==> src/rtl/hdlverifier_trigger_pkg.sv <==
`default_nettype none
// ============================================================================
// Module      : hdlverifier_trigger_pkg
// Description : Shared types and encodings for the capture trigger sequencer.
//               Contents:
//                 trig_state_e      - sequencer state (IDLE/ARMED/TRIGGERED)
//                 TRIG_LEVEL_HIGH/LOW, TRIG_RISE/FALL - 2-bit channel modes
//                 RULE_OR / RULE_AND                   - stage combination rule
// Revision    : 1.0 - initial release
// ============================================================================
package hdlverifier_trigger_pkg;

  typedef enum logic [1:0] {
    ST_IDLE      = 2'd0,
    ST_ARMED     = 2'd1,
    ST_TRIGGERED = 2'd2
  } trig_state_e;

  localparam logic [1:0] TRIG_LEVEL_HIGH = 2'b00;
  localparam logic [1:0] TRIG_LEVEL_LOW  = 2'b01;
  localparam logic [1:0] TRIG_RISE       = 2'b10;
  localparam logic [1:0] TRIG_FALL       = 2'b11;

  localparam logic RULE_OR  = 1'b1;
  localparam logic RULE_AND = 1'b0;

endpackage : hdlverifier_trigger_pkg
`default_nettype wire

==> src/rtl/hdlverifier_trigger_condition.sv <==
`default_nettype none
// ============================================================================
// Module      : hdlverifier_trigger_condition
// Description : Combinational per-channel qualifier. Turns the registered
//               current/previous samples into a condition vector according
//               to each channel's 2-bit mode.
// Ports       : cur_i  [WIDTH]   - current registered sample
//               prev_i [WIDTH]   - previous registered sample
//               mode_i [2*WIDTH] - channel k mode at bits [2k +: 2]
//               cond_o [WIDTH]   - per-channel condition met
// Revision    : 1.0 - initial release
// ============================================================================
module hdlverifier_trigger_condition
  import hdlverifier_trigger_pkg::*;
#(
  parameter int WIDTH = 8
) (
  input  logic [WIDTH-1:0]   cur_i,
  input  logic [WIDTH-1:0]   prev_i,
  input  logic [2*WIDTH-1:0] mode_i,
  output logic [WIDTH-1:0]   cond_o
);

  for (genvar g = 0; g < WIDTH; g++) begin : g_ch
    logic [1:0] w_mode;
    assign w_mode    = mode_i[2*g +: 2];
    assign cond_o[g] = (w_mode == TRIG_LEVEL_HIGH) ?  cur_i[g] :
                       (w_mode == TRIG_LEVEL_LOW)  ? ~cur_i[g] :
                       (w_mode == TRIG_RISE)       ? ( cur_i[g] & ~prev_i[g]) :
                                                     (~cur_i[g] &  prev_i[g]);
  end : g_ch

endmodule : hdlverifier_trigger_condition
`default_nettype wire

==> src/rtl/hdlverifier_capture_trigger_sequencer.sv <==
`default_nettype none
// ============================================================================
// Module      : hdlverifier_capture_trigger_sequencer
// Description : Multi-stage trigger engine. Up to STAGES conditions, each with
//               its own channel mask, AND/OR rule and consecutive-hit count,
//               must be met in order before a one-cycle trigger pulse.
// Ports       : clk, rst_n (async, active-low), clk_enable (global advance)
//               trigger_in [WIDTH], channel_mode [2*WIDTH]
//               stage_enable [STAGES*WIDTH], stage_rule [STAGES]
//               stage_count [STAGES*CNT_WIDTH], num_stages
//               arm (level; rising edge starts, low aborts)
//               trigger_out (pulse), triggered, armed, stage_idx
// Revision    : 1.0 - initial release
// ============================================================================
module hdlverifier_capture_trigger_sequencer
  import hdlverifier_trigger_pkg::*;
#(
  parameter  int WIDTH     = 8,
  parameter  int STAGES    = 4,
  parameter  int CNT_WIDTH = 16,
  localparam int NS_W      = $clog2(STAGES + 1),
  localparam int IDX_W     = (STAGES > 1) ? $clog2(STAGES) : 1
) (
  input  logic                        clk,
  input  logic                        rst_n,
  input  logic                        clk_enable,
  input  logic [WIDTH-1:0]            trigger_in,
  input  logic [2*WIDTH-1:0]          channel_mode,
  input  logic [STAGES*WIDTH-1:0]     stage_enable,
  input  logic [STAGES-1:0]           stage_rule,
  input  logic [STAGES*CNT_WIDTH-1:0] stage_count,
  input  logic [NS_W-1:0]             num_stages,
  input  logic                        arm,
  output logic                        trigger_out,
  output logic                        triggered,
  output logic                        armed,
  output logic [IDX_W-1:0]            stage_idx
);

  // Input sampling; runs on every enabled cycle regardless of state.
  logic [WIDTH-1:0] cur_q, prev_q;
  logic             arm_prev_q;

  // Shadow configuration, captured only on the arm rising edge.
  logic [2*WIDTH-1:0]          mode_q,   mode_d;
  logic [STAGES*WIDTH-1:0]     enable_q, enable_d;
  logic [STAGES-1:0]           rule_q,   rule_d;
  logic [STAGES*CNT_WIDTH-1:0] count_q,  count_d;
  logic [IDX_W-1:0]            last_q,   last_d;

  trig_state_e                 state_q, state_d;
  logic [IDX_W-1:0]            idx_q,   idx_d;
  logic [CNT_WIDTH-1:0]        cnt_q,   cnt_d;
  logic                        trig_q,  trig_d;

  logic [WIDTH-1:0]     w_cond;
  logic [WIDTH-1:0]     w_mask;
  logic                 w_rule;
  logic [CNT_WIDTH-1:0] w_count;
  logic [CNT_WIDTH-1:0] w_need;
  logic [CNT_WIDTH-1:0] w_cnt_inc;
  logic                 w_hit;
  logic [IDX_W-1:0]     w_last;

  hdlverifier_trigger_condition #(
    .WIDTH (WIDTH)
  ) u_cond (
    .cur_i  (cur_q),
    .prev_i (prev_q),
    .mode_i (mode_q),
    .cond_o (w_cond)
  );

  // Only the current stage's settings are ever needed, so one condition
  // block serves every stage through this mux.
  assign w_mask  = enable_q[idx_q*WIDTH +: WIDTH];
  assign w_rule  = rule_q[idx_q];
  assign w_count = count_q[idx_q*CNT_WIDTH +: CNT_WIDTH];
  assign w_need  = (w_count == '0) ? CNT_WIDTH'(1) : w_count;

  // An all-zero mask hits under both rules.
  assign w_hit = (w_rule == RULE_OR) ? ((|(w_cond & w_mask)) | (&(~w_mask)))
                                     : (&(w_cond | ~w_mask));

  // Saturating increment: the counter never wraps back to zero.
  assign w_cnt_inc = (&cnt_q) ? cnt_q : (cnt_q + 1'b1);

  // Index of the final stage: 0 means one stage, oversize clamps to STAGES.
  assign w_last = (num_stages == '0)             ? '0 :
                  (num_stages > NS_W'(STAGES))   ? IDX_W'(STAGES - 1) :
                                                   IDX_W'(num_stages - 1'b1);

  always_comb begin
    state_d  = state_q;
    idx_d    = idx_q;
    cnt_d    = cnt_q;
    trig_d   = trig_q;
    mode_d   = mode_q;
    enable_d = enable_q;
    rule_d   = rule_q;
    count_d  = count_q;
    last_d   = last_q;

    if (clk_enable) begin
      trig_d = 1'b0;
      if (!arm) begin
        // Abort takes priority over any hit evaluated this cycle.
        state_d = ST_IDLE;
        idx_d   = '0;
        cnt_d   = '0;
      end else begin
        case (state_q)
          ST_IDLE: begin
            if (!arm_prev_q) begin
              mode_d   = channel_mode;
              enable_d = stage_enable;
              rule_d   = stage_rule;
              count_d  = stage_count;
              last_d   = w_last;
              state_d  = ST_ARMED;
              idx_d    = '0;
              cnt_d    = '0;
            end
          end
          ST_ARMED: begin
            if (w_hit) begin
              if (w_cnt_inc >= w_need) begin
                cnt_d = '0;
                if (idx_q == last_q) begin
                  state_d = ST_TRIGGERED;
                  trig_d  = 1'b1;
                end else begin
                  idx_d = idx_q + 1'b1;
                end
              end else begin
                cnt_d = w_cnt_inc;
              end
            end else begin
              cnt_d = '0;
            end
          end
          ST_TRIGGERED: state_d = ST_TRIGGERED;
          default:      state_d = ST_IDLE;
        endcase
      end
    end
  end

  always_ff @(posedge clk or negedge rst_n) begin
    if (!rst_n) begin
      cur_q      <= '0;
      prev_q     <= '0;
      arm_prev_q <= 1'b0;
    end else if (clk_enable) begin
      cur_q      <= trigger_in;
      prev_q     <= cur_q;
      arm_prev_q <= arm;
    end
  end

  always_ff @(posedge clk or negedge rst_n) begin
    if (!rst_n) begin
      state_q  <= ST_IDLE;
      idx_q    <= '0;
      cnt_q    <= '0;
      trig_q   <= 1'b0;
      mode_q   <= '0;
      enable_q <= '0;
      rule_q   <= '0;
      count_q  <= '0;
      last_q   <= '0;
    end else begin
      state_q  <= state_d;
      idx_q    <= idx_d;
      cnt_q    <= cnt_d;
      trig_q   <= trig_d;
      mode_q   <= mode_d;
      enable_q <= enable_d;
      rule_q   <= rule_d;
      count_q  <= count_d;
      last_q   <= last_d;
    end
  end

  assign trigger_out = trig_q;
  assign triggered   = (state_q == ST_TRIGGERED);
  assign armed       = (state_q == ST_ARMED);
  assign stage_idx   = idx_q;

endmodule : hdlverifier_capture_trigger_sequencer
`default_nettype wire

==> config.mk <==
export PLATFORM = sky130hd
export DESIGN_NAME = hdlverifier_capture_trigger_sequencer
export DESIGN_NICKNAME = d
export VERILOG_FILES = /design/src/rtl/hdlverifier_trigger_pkg.sv /design/src/rtl/hdlverifier_trigger_condition.sv /design/src/rtl/hdlverifier_capture_trigger_sequencer.sv
export SDC_FILE = /design/constraint.sdc
export NUM_CORES = 1
export LEC_CHECK = 0
export CAP_MARGIN = 20
export CORE_UTILIZATION = 45
export CTS_BUF_LIST = sky130_fd_sc_hd__clkbuf_4
export DETAILED_ROUTE_END_ITERATION = 10
export PLACE_DENSITY = 0.7
export REMOVE_ABC_BUFFERS = 1
export SKIP_LAST_GASP = 1
export SYNTH_ARGS = -nofsm -noshare
export SYNTH_HDL_FRONTEND = slang
export SYNTH_SLANG_ARGS = --single-unit
==> constraint.sdc <==
create_clock -name clk -period 5.1 [get_ports clk]
set_clock_uncertainty 0.2 [all_clocks]
set_input_delay 1.02 -clock clk [delete_from_list [all_inputs] [get_ports clk]]
set_output_delay 1.02 -clock clk [all_outputs]
set_load 0.005 [all_outputs]
# ---- Word level (Yosys, flattened, before mapping)
# Index checks and enable logic that the tools add are counted.
dict set report totals {
  ff_bits 156
  latchBits 0
  ramBits 0
  rom_bits 0
  inputBits 131
  out_inout_bits 5
  word_cells 154
  n_memories 0
}
dict set report classes {
  add_sub_neg 3
  multipliers 0
  div 0
  magnitude_cmp 3
  n_eq_ne 25
  n_shift 2
  n_mux 53
  bitwise 37
  reduce_logical 19
}
# cell n
set op_table {}
lappend op_table {{$mux W16} 6}
lappend op_table {{$shiftx A64 B7 Y16} 1}
lappend op_table {{$pmux W16 S2} 1}
lappend op_table {{$shiftx A32 B6 Y8} 1}
lappend op_table {{$mux W1} 31}
lappend op_table {{$mux W2} 12}
lappend op_table {{$eq A2 B1 Y1 const B} 9}
lappend op_table {{$eq A2 B2 Y1 const B} 9}
lappend op_table {{$logic_not A2 Y1} 9}
lappend op_table {{$not A1 Y1} 17}
lappend op_table {{$add A16 B1 Y16 const B} 1}
lappend op_table {{$and A1 B1 Y1} 16}
lappend op_table {{$ge A16 B16 Y1} 1}
lappend op_table {{$logic_not A16 Y1} 1}
lappend op_table {{$reduce_and A16 Y1} 1}
lappend op_table {{$reduce_and A8 Y1} 2}
lappend op_table {{$ne A3 B2 Y1 const B} 3}
lappend op_table {{$and A8 B8 Y8} 1}
lappend op_table {{$not A8 Y8} 1}
lappend op_table {{$or A8 B8 Y8} 1}
lappend op_table {{$reduce_or A8 Y1} 1}
lappend op_table {{$ne A3 B3 Y1 const B} 2}
lappend op_table {{$pmux W2 S3} 1}
lappend op_table {{$reduce_and A6 Y1} 1}
lappend op_table {{13 further kinds} 13}

# ---- Logic depth before layout (Yosys ltp)
# Gate-level depths: netlist (run 1).
dict set report depth {
  ltp_word 12
  ltp_mapped 16
  mapped_depth_nobuf 15
}

# ---- Hierarchy
# From an unflattened synthesis (run 1), not the netlist that was laid out.
dict set report unflattened {
  cells_unflattened 589
  area_unflattened_um2 7775.0
}
# mod instances cells_per_inst area_per_inst_um2 seq_area_each_um2
set modules_own_cells {}
lappend modules_own_cells {hdlverifier_capture_trigger_sequencer 1 565 7594.8 3903.7}
lappend modules_own_cells {hdlverifier_trigger_condition 1 24 180.2 0.0}

# ---- Worst setup path after synthesis (run 1)
# No wires, ideal clock.
dict set report synth_timing {
  path_kind {reg2reg}
  from {reg idx_q[1], in the netlist stage_idx[1]}
  to {reg cnt_q[6]}
  setup_time_ns 0.080
  arrival_time_ns 3.906
  t_required_ns 4.820
  path_slack_ns 0.914
  stages_incl_launch_ff 16
  path_buffers 4
  synth_period_minus_slack_ns 4.186
  cell_sequence {dfrtp_1 clkbuf_1 buf_1 buf_1 mux4_2 nor4_1 a31o_2 ha_1 nand2b_1 a211o_1 a21oi_1 o41ai_1 a21o_1 or3_1 buf_2 o211ai_2}
}
dict set report synth_via {
  elab_chain_cells 8
  word_cells_on_any_way 19
  cone_classes {order compare: 1; shift: 2; mux: 8; bitwise: 4; reduce/logical: 4}
}
# element line
set synth_lines {}
lappend synth_lines {{start: declaration} hdlverifier_capture_trigger_sequencer.sv:52} ;# logic [IDX_W-1:0] idx_q, idx_d;
lappend synth_lines {{start signal: assignment} hdlverifier_capture_trigger_sequencer.sv:174} ;# idx_q <= idx_d;
lappend synth_lines {{$shiftx A64 B7 Y16 or $shiftx A32 B6 Y8 (tied branches)} {hdlverifier_capture_trigger_sequencer.sv:78, hdlverifier_capture_trigger_sequencer.sv:76}}
lappend synth_lines {{$logic_not A16 Y1, or another cell as far along} hdlverifier_capture_trigger_sequencer.sv:79} ;# assign w_need = (w_count == '0) ? CNT_WIDTH'(1) : w_count;
lappend synth_lines {{$mux W16, or another cell as far along} hdlverifier_capture_trigger_sequencer.sv:79}
lappend synth_lines {{$ge A16 B16 Y1, or another cell as far along} hdlverifier_capture_trigger_sequencer.sv:127} ;# if (w_cnt_inc >= w_need) begin
lappend synth_lines {{$mux W16 or $mux W1 (tied branches)} {hdlverifier_capture_trigger_sequencer.sv:127, hdlverifier_capture_trigger_sequencer.sv:82}}
lappend synth_lines {{$mux W16 (*)} hdlverifier_capture_trigger_sequencer.sv:126} ;# if (w_hit) begin
lappend synth_lines {{$pmux W16 S2 (*)} hdlverifier_capture_trigger_sequencer.sv:112} ;# case (state_q)
lappend synth_lines {{$mux W16 (*)} hdlverifier_capture_trigger_sequencer.sv:106} ;# if (!arm) begin
lappend synth_lines {{end signal: assignment} hdlverifier_capture_trigger_sequencer.sv:175} ;# cnt_q <= cnt_d;
lappend synth_lines {{end: declaration} hdlverifier_capture_trigger_sequencer.sv:53} ;# logic [CNT_WIDTH-1:0] cnt_q, cnt_d;
# Every way passes the cells marked *; elsewhere a longest branch is shown, timed or not. The select of a mux whose other input is x is not followed.
# A chain may end at the register's enable or synchronous reset.

# ---- Worst setup path after layout (run 1)
dict set report layout_timing {
  from {reg cnt_q[0]}
  to {reg cnt_q[6]}
}
dict set report layout_via {
  elab_chain_cells 7
  word_cells_on_any_way 8
  cone_classes {add/sub: 1; order compare: 1; mux: 5; reduce/logical: 1}
}
# element line
set layout_lines {}
lappend layout_lines {{$add A16 B1 Y16 or $reduce_and A16 Y1 (tied branches)} hdlverifier_capture_trigger_sequencer.sv:86} ;# assign w_cnt_inc = (&cnt_q) ? cnt_q : (cnt_q + 1'b1);
lappend layout_lines {{$mux W16 (*)} hdlverifier_capture_trigger_sequencer.sv:86}
lappend layout_lines {{$ge A16 B16 Y1} hdlverifier_capture_trigger_sequencer.sv:127}
lappend layout_lines {{$mux W16 (*)} hdlverifier_capture_trigger_sequencer.sv:127}
lappend layout_lines {{$mux W16 (*)} hdlverifier_capture_trigger_sequencer.sv:126}
lappend layout_lines {{$pmux W16 S2 (*)} hdlverifier_capture_trigger_sequencer.sv:112}
lappend layout_lines {{$mux W16 (*)} hdlverifier_capture_trigger_sequencer.sv:106}
# Every way passes the cells marked *; elsewhere a longest branch is shown, timed or not.

==> results of run 1 <==
[sequential cells by signal, summed over array words and instances (netlist names)]
signal	count
last_q	2
trigger_out	1
cnt_q	16
stage_idx	2
count_q	64
rule_q	4
prev_q	8
mode_q	16
arm_prev_q	1
enable_q	32
cur_q	8
state_q	2
[area by class of cell]
cell class	instances	share of cell area, %
multi-input combinational	401	38.5
tap	225	2.88
inverter	27	1.04
timing repair buffer	146	14.9
clock inverter	13	1.36
sequential	156	40.0
clock buffer	17	1.31
antenna	2	0.0512
[final timing paths]
check | endpoint | slack, ns | depth (start not counted) | startpoint
setup reg to reg | cnt_q[6]$_DFFE_PN0P_ | 0.51 | 15 | cnt_q[0]$_DFFE_PN0P_
hold / removal | count_q[44]$_DFFE_PN0P_ | 0.29 | 1 | rst_n
hold reg to reg | enable_q[29]$_DFFE_PN0P_ | 0.32 | 1 | enable_q[29]$_DFFE_PN0P_
min in group clk | enable_q[29]$_DFFE_PN0P_ | 0.32 | 1 | enable_q[29]$_DFFE_PN0P_
max in group asynchronous | count_q[61]$_DFFE_PN0P_ | 3.31 | 2 | rst_n
setup / recovery | cnt_q[6]$_DFFE_PN0P_ | 0.51 | 15 | cnt_q[0]$_DFFE_PN0P_
[routing by layer]
metal / routed length [um] / up-vias / track usage [%]
li1: - / 2518 / -
met4: 341 / 0 / 7.99
met5: 0 / - / 0
met3: 959 / 27 / 6.05
met1: 7890 / 2718 / 27.3
met2: 8670 / 129 / 34.3
[per-stage QoR]
step                      setup WS (ns)  setup TNS, ns  utilization (%)  cell area [um2]  instances
final                             0.513              0             56.7             9770        987
after global routing              0.236              0             56.7             9770        987
after CTS                         0.548              0             56.7             9770        985
after detailed placement          0.587              0             55.2             9510        955
after global placement            0.648              0             55.2             9510        955
after floorplan                  -0.876        -102.54                -             7760        584
[kinds of logic (layout without fill, tap and decap cells)]
family                   Yosys count  after routing
buffers and inverters             56            203
AO/OA/AOI/OAI                     72             72
adder cells (fa/ha/maj)           21             21
AND/OR/NAND/NOR                  117            117
flip-flops                       156            156
XOR/XNOR                          28             28
multiplexers                     163            163
other                              0              2
[power breakdown]
part | leakage, nW | internal (W) | switching (W) | total (W)
sequential | 1.90 | 0.00173 | 0.000266 | 0.00200
clock | 0.131 | 0.000250 | 0.000481 | 0.000730
combinational | 2.13 | 0.000855 | 0.000640 | 0.00150
total | 4.16 | 0.00284 | 0.00139 | 0.00422
[worst max-delay path: stages (launching register included)]
cell and delay (ns):
sky130_fd_sc_hd__dfrtp_1 0.45, sky130_fd_sc_hd__ha_1 0.19, sky130_fd_sc_hd__nand3_1 0.14, sky130_fd_sc_hd__or4b_4 0.61, sky130_fd_sc_hd__nor3_4 0.33, sky130_fd_sc_hd__nor2_1 0.12, sky130_fd_sc_hd__and2_1 0.18, sky130_fd_sc_hd__xor2_1 0.15
sky130_fd_sc_hd__ha_1 0.31, sky130_fd_sc_hd__a211oi_1 0.24, sky130_fd_sc_hd__o21ai_0 0.14, sky130_fd_sc_hd__a311oi_1 0.27, sky130_fd_sc_hd__o41ai_1 0.13, sky130_fd_sc_hd__a21o_1 0.28, sky130_fd_sc_hd__or3_1 0.57, sky130_fd_sc_hd__o211ai_2 0.23
[cells in the final DEF (no fill, tap or decap), types with 3 or more instances in the layout]
cell type | Yosys | layout
sky130_fd_sc_hd__a22oi_1 | 5 | 5
sky130_fd_sc_hd__and2_1 | 6 | 6
sky130_fd_sc_hd__o21ai_0 | 15 | 15
sky130_fd_sc_hd__ha_1 | 21 | 21
sky130_fd_sc_hd__dfrtp_1 | 156 | 155
sky130_fd_sc_hd__nand2b_1 | 6 | 6
sky130_fd_sc_hd__clkbuf_4 | 0 | 17
sky130_fd_sc_hd__o211ai_1 | 9 | 9
sky130_fd_sc_hd__xor2_1 | 11 | 11
sky130_fd_sc_hd__nand2_1 | 44 | 44
sky130_fd_sc_hd__a31o_2 | 5 | 5
sky130_fd_sc_hd__a21o_1 | 3 | 3
sky130_fd_sc_hd__nand4_1 | 6 | 6
sky130_fd_sc_hd__o41ai_1 | 4 | 4
sky130_fd_sc_hd__nand3_1 | 11 | 11
sky130_fd_sc_hd__nor2_1 | 12 | 12
sky130_fd_sc_hd__mux2_2 | 135 | 135
sky130_fd_sc_hd__inv_6 | 0 | 4
sky130_fd_sc_hd__and3_1 | 4 | 4
sky130_fd_sc_hd__nor3_1 | 3 | 3
sky130_fd_sc_hd__buf_4 | 0 | 9
sky130_fd_sc_hd__clkinvlp_4 | 0 | 4
sky130_fd_sc_hd__inv_8 | 0 | 3
sky130_fd_sc_hd__mux4_2 | 24 | 24
sky130_fd_sc_hd__clkdlybuf4s50_1 | 0 | 134
sky130_fd_sc_hd__xnor2_1 | 17 | 17
sky130_fd_sc_hd__mux2i_1 | 3 | 3
sky130_fd_sc_hd__nor4_1 | 6 | 6
sky130_fd_sc_hd__inv_1 | 27 | 27
sky130_fd_sc_hd__a21oi_1 | 12 | 12
sky130_fd_sc_hd__nor2b_1 | 3 | 3
sky130_fd_sc_hd__o21ai_1 | 4 | 4
==> results, run 1 <==
- The nature of the critical path endpoint is a flop.
- The cell at the root of the clock tree is sky130_fd_sc_hd__clkbuf_4.
- The violation count after the first detailed-routing iteration is ~320.
- Of the cells placed in the final design, the portion with a size suffix greater than 1 is about 29%.
- After clock tree synthesis, the repair step resized 0 gates.
- The mean area per synthesized cell is between 10 and 15 um2.
- The via count of the first global-routing pass is approximately 5,800.
- The initial antenna violation count is 2.
- Registers take 3910 um2.
- After Yosys synthesis, and, or, nand and nor cells account for approximately 8% of the synthesized area.
- The number of warning messages in the yosys log is 0.
- Setup repair after global routing left no endpoint under its margin.
- After synthesis, the share of flip-flops with an asynchronous set or reset is 100%.
- STA classifies the critical path startpoint as a flop.
- The post-synthesis instance area is 7890 um2.
- The detail-routed net length per standard cell is 18.1 um.
- The die area is approximately 18,000 um2.
- The wire length of the first global-routing pass is roughly 29 mm.
- The remaining antenna violation count is 0.
- The largest family of logic cells by synthesized area is multiplexers.
- The setup violation total in the final timing report is 0.
- The post-synthesis to final-layout area growth is 23.9%.
- TritonCTS built the clock tree.
- For the worst-skew pair, the clock arrives at the later sink with an insertion delay of between 0.5 and 0.6 ns.
- The clock passes through at most 2 buffers.
- Summing the areas of all compound-gate instances in the mapped netlist gives 6.55% of the synthesized area.
- The flow ran to the end, and the final reports show no timing, DRC or antenna violations.
- The worst hold path class is in -> async.
- Timing would allow up to between 200 and 250 MHz.
- The measured slew at the worst slew-check pin is around 1.0 ns.
- The layout filler cell count is about 1,400.
- Clock tree synthesis found a total of 156 sinks.
- The worst hold slack is between 0.2 and 0.3 ns.
- VDD sags by at most about 0.25 mV.
- The fraction of the mapped netlist area in adder cells is approximately 3.3%.
- The H-tree generated during clock tree synthesis spans 4 levels.
- The number of endpoints with negative hold slack in the final report is 0.
- Summed over all layers, the routed wires come to between 15 and 20 mm.
- The number of I/O pins is approximately 140.
- At the worst endpoint, the required time is approximately 5.4 ns.
- After the last flow step, the layout net total stands at ~900.
- The portion of netlist area occupied by mux cells is 26.8%.
- Yosys attributes the largest share of cell area to sky130_fd_sc_hd__dfrtp_1 (49%), sky130_fd_sc_hd__mux2_2 (19%), sky130_fd_sc_hd__mux4_2 (6.9%), sky130_fd_sc_hd__ha_1 (3.3%), sky130_fd_sc_hd__nand2_1 (2.1%).
- The part of the Yosys area used for sequential elements is 49.5%.
- The post-synthesis sequential element count is around 160.
- The post-layout total power is 0.00422 W.
- The final weighted congestion of routability-driven global placement is between 0.8 and 0.9.
- Summed over all layers, the global routing overflow is 0.
- Along the worst path, the maximum fanout reaches 9.
- The routed layout has between 5,000 and 6,000 vias.
- The width of the die is approximately 130 um.
- Before antenna repair, the detailed router went through 5 iterations.
- For the finished layout, the period the worst path requires is about 4.6 ns.
- After synthesis, the most frequently instantiated cells are sky130_fd_sc_hd__dfrtp_1 (156), sky130_fd_sc_hd__mux2_2 (135), sky130_fd_sc_hd__nand2_1 (44).
- The top cell type by area accounts for 49.5% of the synthesized area.
- In this run the vertical extent of the chip is ~130 um.
- The area of the multi-input gates is about 3800 um2.
- Across the run, the number of max-cap violations was 0.
- The count of cell types in the netlist is 58.
- The number of clock buffers added by TritonCTS is 17.
- In this run, synthesis inferred 0 flip-flops with an integrated enable.
- The clock transition time at the flip-flop clock pins of the worst setup and hold paths is about 0.14 ns.
- Of the total synthesized cell area, the portion taken by XOR and XNOR cells is 3.11%.
- The average vias per placed instance is 5.46.
- The post-CTS setup-driven buffer insertion count is 0.
- Headroom to the max-slew limit came out at just over 30%.
- The final critical path takes up roughly 90% of the cycle.
- The reported leakage power is ~4.2 nW.
- The overall global routing resource usage is 21.3%.
- The critical path is of the reg -> reg type.
- In this run the standard cell core region covers approximately 17,000 um2.
- Once the floorplan was initialized, standard cells occupied between 40% and 50% of the core.
- Dividing total power by cell area gives a power density of approximately 430 nW/um2.
- The total of hold buffers inserted after clock tree synthesis is 0.
- Detailed placement finished with a half-perimeter wire length of 13.2 mm.
- Data on the critical path arrives at its endpoint at between 4 and 5 ns.
- The count of unresolved DRC violations after routing is 0.
- Among all cell types in the netlist, the one instantiated most often is sky130_fd_sc_hd__dfrtp_1.
- The number of cell rows is 48.
- The cell count after synthesis came out at between 600 and 700.
- For this run, the leading register cell type out of synthesis is sky130_fd_sc_hd__dfrtp_1.
- The max-slew violation count was 0.
- During placement, the flow inserted port buffers numbering 135.
- The most area-hungry cell type in the Yosys netlist is sky130_fd_sc_hd__dfrtp_1.
- Entering global routing, the biggest net connects just over 90 pins.
Note: power is estimated with default switching activity, not from simulation.
==> run 2, diff against run 1 <==
Settings changed: CELL_PAD_IN_SITES_DETAIL_PLACEMENT set to 0, CELL_PAD_IN_SITES_GLOBAL_PLACEMENT set to 1, CORE_UTILIZATION 45 to 44, PLACE_DENSITY 0.7 to not set, PLACE_DENSITY_LB_ADDON set to 0.1, SLEW_MARGIN set to 10.
==> run 2 against run 1 <==
Net effect:
- register-to-register slack about the same
- total power shrank 1.0%
- maximum frequency about the same
- non-clock buffer count down 2
- final cell count shrank 0.10%
- combinational power fell by 3%
- global-route usage fell by 0.60 points
- sequential power about the same
- sequential share of layout area up 0.16 points
- cell area shrank 0.40%
==> results, run 2 (synthesis gave the netlist of run 1 again) <==
- Status: completed (unchanged).
- The core area was 17,400 um2 (was 17,200 um2).
- The die area came to 18,500 um2 (was 18,100 um2).
- The number of vias in the routed layout came to 5,342 (was 5,392).
- The detail-routed net length per standard cell is 18.0 um (was 18.1 um).
- The required time reported for the critical path endpoint is 5.39 ns (about the same).
- The worst-case register-to-register setup slack was 0.52 ns (was 0.51 ns).
- The TritonCTS clock tree is built (unchanged).
- The remaining antenna violation count came to 0 (unchanged).
- The final design instance area without fill is 9730 um2 (was 9770 um2).
- The post-layout minimum cycle time is 4.58 ns (was 4.59 ns).
- The ratio of cells with drive above 1 in the final layout is 29.1% (was 28.9%).
- The post-route fraction of the period consumed by the critical path was 89.9% (was 90.0%).
- The fmax is 218 MHz (about the same).
- The via count of the first global-routing pass is 5,620 (was 5,754).
- The number of I/O pins is 136 (unchanged).
- The final-layout setup total negative slack is 0 ns (unchanged).
- The longest individual stage delay on the worst path was 0.61 ns (about the same).
- The path type of the worst setup path was reg -> reg (unchanged).
- The worst flop-to-flop path endpoint is cnt_q[6]$_DFFE_PN0P_ (unchanged).
- The H-tree depth reported by CTS is 4 (unchanged).
- The cell depth of the worst setup path is 15 (unchanged).
- The kind of launch point of the worst setup path was a flop (unchanged).
- The overall global routing resource usage was 20.7% (was 21.3%).
- The effective utilization at floorplan is 45.3% (was 45.8%).
- The critical path data arrival time came to 4.87 ns (was 4.88 ns).
- The post-synthesis to final-layout area growth is 23.4% (was 23.9%).
- The maximum number of pins on one net before global-route repair was 98 (was 93).
- The post-cts repair resize count is 0 (unchanged).
- The number of nets in the final layout came to 899 (was 901).
- The total wirelength of the detailed-routed design is 17.7 mm (was 17.9 mm).
- The worst setup timing slack at the placement stage was 0.614 ns (was 0.587 ns).
- The total grt overflow came to 0 (unchanged).
- Biggest registers after layout: count_q x64, enable_q x32 (unchanged).
- Ordered cell list for the critical path: ha_1 -> nand3_1 -> or4b_4 -> nor3_4 -> nor2_1 -> and2_1 -> xor2_1 -> ha_1 -> a211oi_1 -> o21ai_0 -> a311oi_1 -> o41ai_1 -> a21o_1 -> or3_1 -> o211ai_2 (unchanged).
- The number of input and output port buffers inserted is 135 (unchanged).
- The reported leakage power came to 4.16 nW (about the same).
- The number of flip-flops under the largest register name was 64 (unchanged).
- The max-slew violation count is 0 (unchanged).
- The nature of the critical path endpoint was a flop (unchanged).
- The launching instance or port of the critical path is cnt_q[0]$_DFFE_PN0P_ (unchanged).
- The beginning of the worst register-to-register path is cnt_q[0]$_DFFE_PN0P_ (unchanged).
- The first-pass detailed-route iteration total is 4 (was 5).
- The setup violation total in the final timing report is 0 (unchanged).
- The cell with the largest stage delay on the worst path is sky130_fd_sc_hd__or4b_4 (unchanged).
- The tightest slew margin relative to the limit is 30.9% (was 30.8%).
- The buffering stage count on the worst path with inverters included was 0 (unchanged).
- The CTS buffer count is 17 (unchanged).
- The minimum setup slack in the final design is 0.515 ns (was 0.513 ns).
- The measured slew at the worst slew-check pin is 1.04 ns (about the same).
- The number of endpoints with negative hold slack in the final report is 0 (unchanged).
- The vertical die dimension was 136 um (was 134 um).
- The worst IR drop on VDD is 0.180 mV (was 0.246 mV).
- The cell count after placement is 953 (was 955).
- The average vias per placed instance is 5.42 (was 5.46).
- The ratio of total power to cell area was 430 nW/um2 (was 432 nW/um2).
- The family with the most delay on the worst path is simple AND/OR/NAND/NOR gates (unchanged).
- The wire length of the first global-routing pass is 28.8 mm (was 29.1 mm).
- Unrepaired setup endpoints after global routing: no (unchanged).
- The total half-perimeter wirelength after legalization and detailed placement came to 13.2 mm (about the same).
- The critical path endpoint is cnt_q[6]$_DFFE_PN0P_ (unchanged).
- The final standard cell count with taps included and fillers excluded was 986 (was 987).
- The number of cell rows was 48 (unchanged).
- The library cell appearing most often on the critical path is sky130_fd_sc_hd__ha_1 (unchanged).
- The number of cells on the worst reg-to-reg path came to 15 (unchanged).
- The number of maximum-capacitance violations was 0 (unchanged).
- The maximum number of buffers from clock root to sink was 2 (unchanged).
- The width of the die is 136 um (was 134 um).
- The final weighted congestion of routability-driven global placement is 0.892 (was 0.859).
- The initial antenna violation count is 1 (was 2).
- The total of hold buffers inserted after clock tree synthesis is 0 (unchanged).
- The clock transition time at the flip-flop clock pins of the worst setup and hold paths is 0.15 ns (was 0.14 ns).
- The cell at the root of the clock tree was sky130_fd_sc_hd__clkbuf_4 (unchanged).
- The peak fanout along the critical path was 9 (unchanged).
- The register bank with the most flops is count_q (unchanged).
- The most common cell after layout, fill and taps aside is sky130_fd_sc_hd__dfrtp_1 (unchanged).
- The violation count after the first detailed-routing iteration is 266 (was 319).
- The worst hold path class is reg -> reg (was in -> async).
- The TritonCTS sink count is 156 (unchanged).
- The count of unresolved DRC violations after routing was 0 (unchanged).
- The post-CTS setup-driven buffer insertion count is 0 (unchanged).
- The instance area at placement is 9470 um2 (was 9510 um2).
- Most frequent cells in the layout: sky130_fd_sc_hd__dfrtp_1 (155), sky130_fd_sc_hd__mux2_2 (135), sky130_fd_sc_hd__clkdlybuf4s50_1 (134) (unchanged).
- The clock latency on the worst-skew pair is 0.56 ns (was 0.57 ns).
run 2: changes by cell type in the layout (fill, tap and decap cells not counted), sizes merged:
cell,delta
clkbuf,+1
buf,-2
clkinvlp,-3
inv,+2
bufinv,-1
clkinv,+3
diode,-1
run 2: layer usage:
metal	track usage, %	share of wire, %
met5	0	0
met3	4.74	4.6
met1	29.6	48
met4	5.12	0.78
met2	31.7	46
run 2: power breakdown:
group / internal, W / switching (W)
Combinational: 0.000838 / 0.000622
Clock: 0.000220 / 0.000499
Sequential: 0.00173 / 0.000271
run 2: area by class of cell:
cell class                      instances  area [um2]
Antenna cell                            1        2.50
Clock buffer                           18         135
Clock inverter                         14         129
Fill cell                            1477        7680
Inverter                               27         101
Multi-Input combinational cell        401        3760
Sequential cell                       156        3910
Tap cell                              225         282
Timing Repair Buffer                  144        1420
run 2: how the worst min path moves through the flow:
stage / from / to / slack [ns] / cells past startpoint
after global placement: enable_q[8]$_DFFE_PN0P_ / enable_q[8]$_DFFE_PN0P_ / 0.28 / 1
after floorplan: last_q[0]$_DFFE_PN0P_ / last_q[0]$_DFFE_PN0P_ / 0.27 / 2
final: count_q[58]$_DFFE_PN0P_ / count_q[58]$_DFFE_PN0P_ / 0.32 / 1
after CTS: count_q[33]$_DFFE_PN0P_ / count_q[33]$_DFFE_PN0P_ / 0.32 / 1
after detailed placement: count_q[33]$_DFFE_PN0P_ / count_q[33]$_DFFE_PN0P_ / 0.29 / 1
after global routing: count_q[33]$_DFFE_PN0P_ / count_q[33]$_DFFE_PN0P_ / 0.34 / 1
run 2: metrics by stage:
step	total power, W	util (%)	hold slack, ns
finish	0.00418	55.9	0.320
global route	0.00449	55.9	0.335
floorplan	0.00306	-	0.270
CTS	0.00423	55.9	0.321
global placement	0.00343	54.4	0.282
detailed placement	0.00351	54.4	0.288
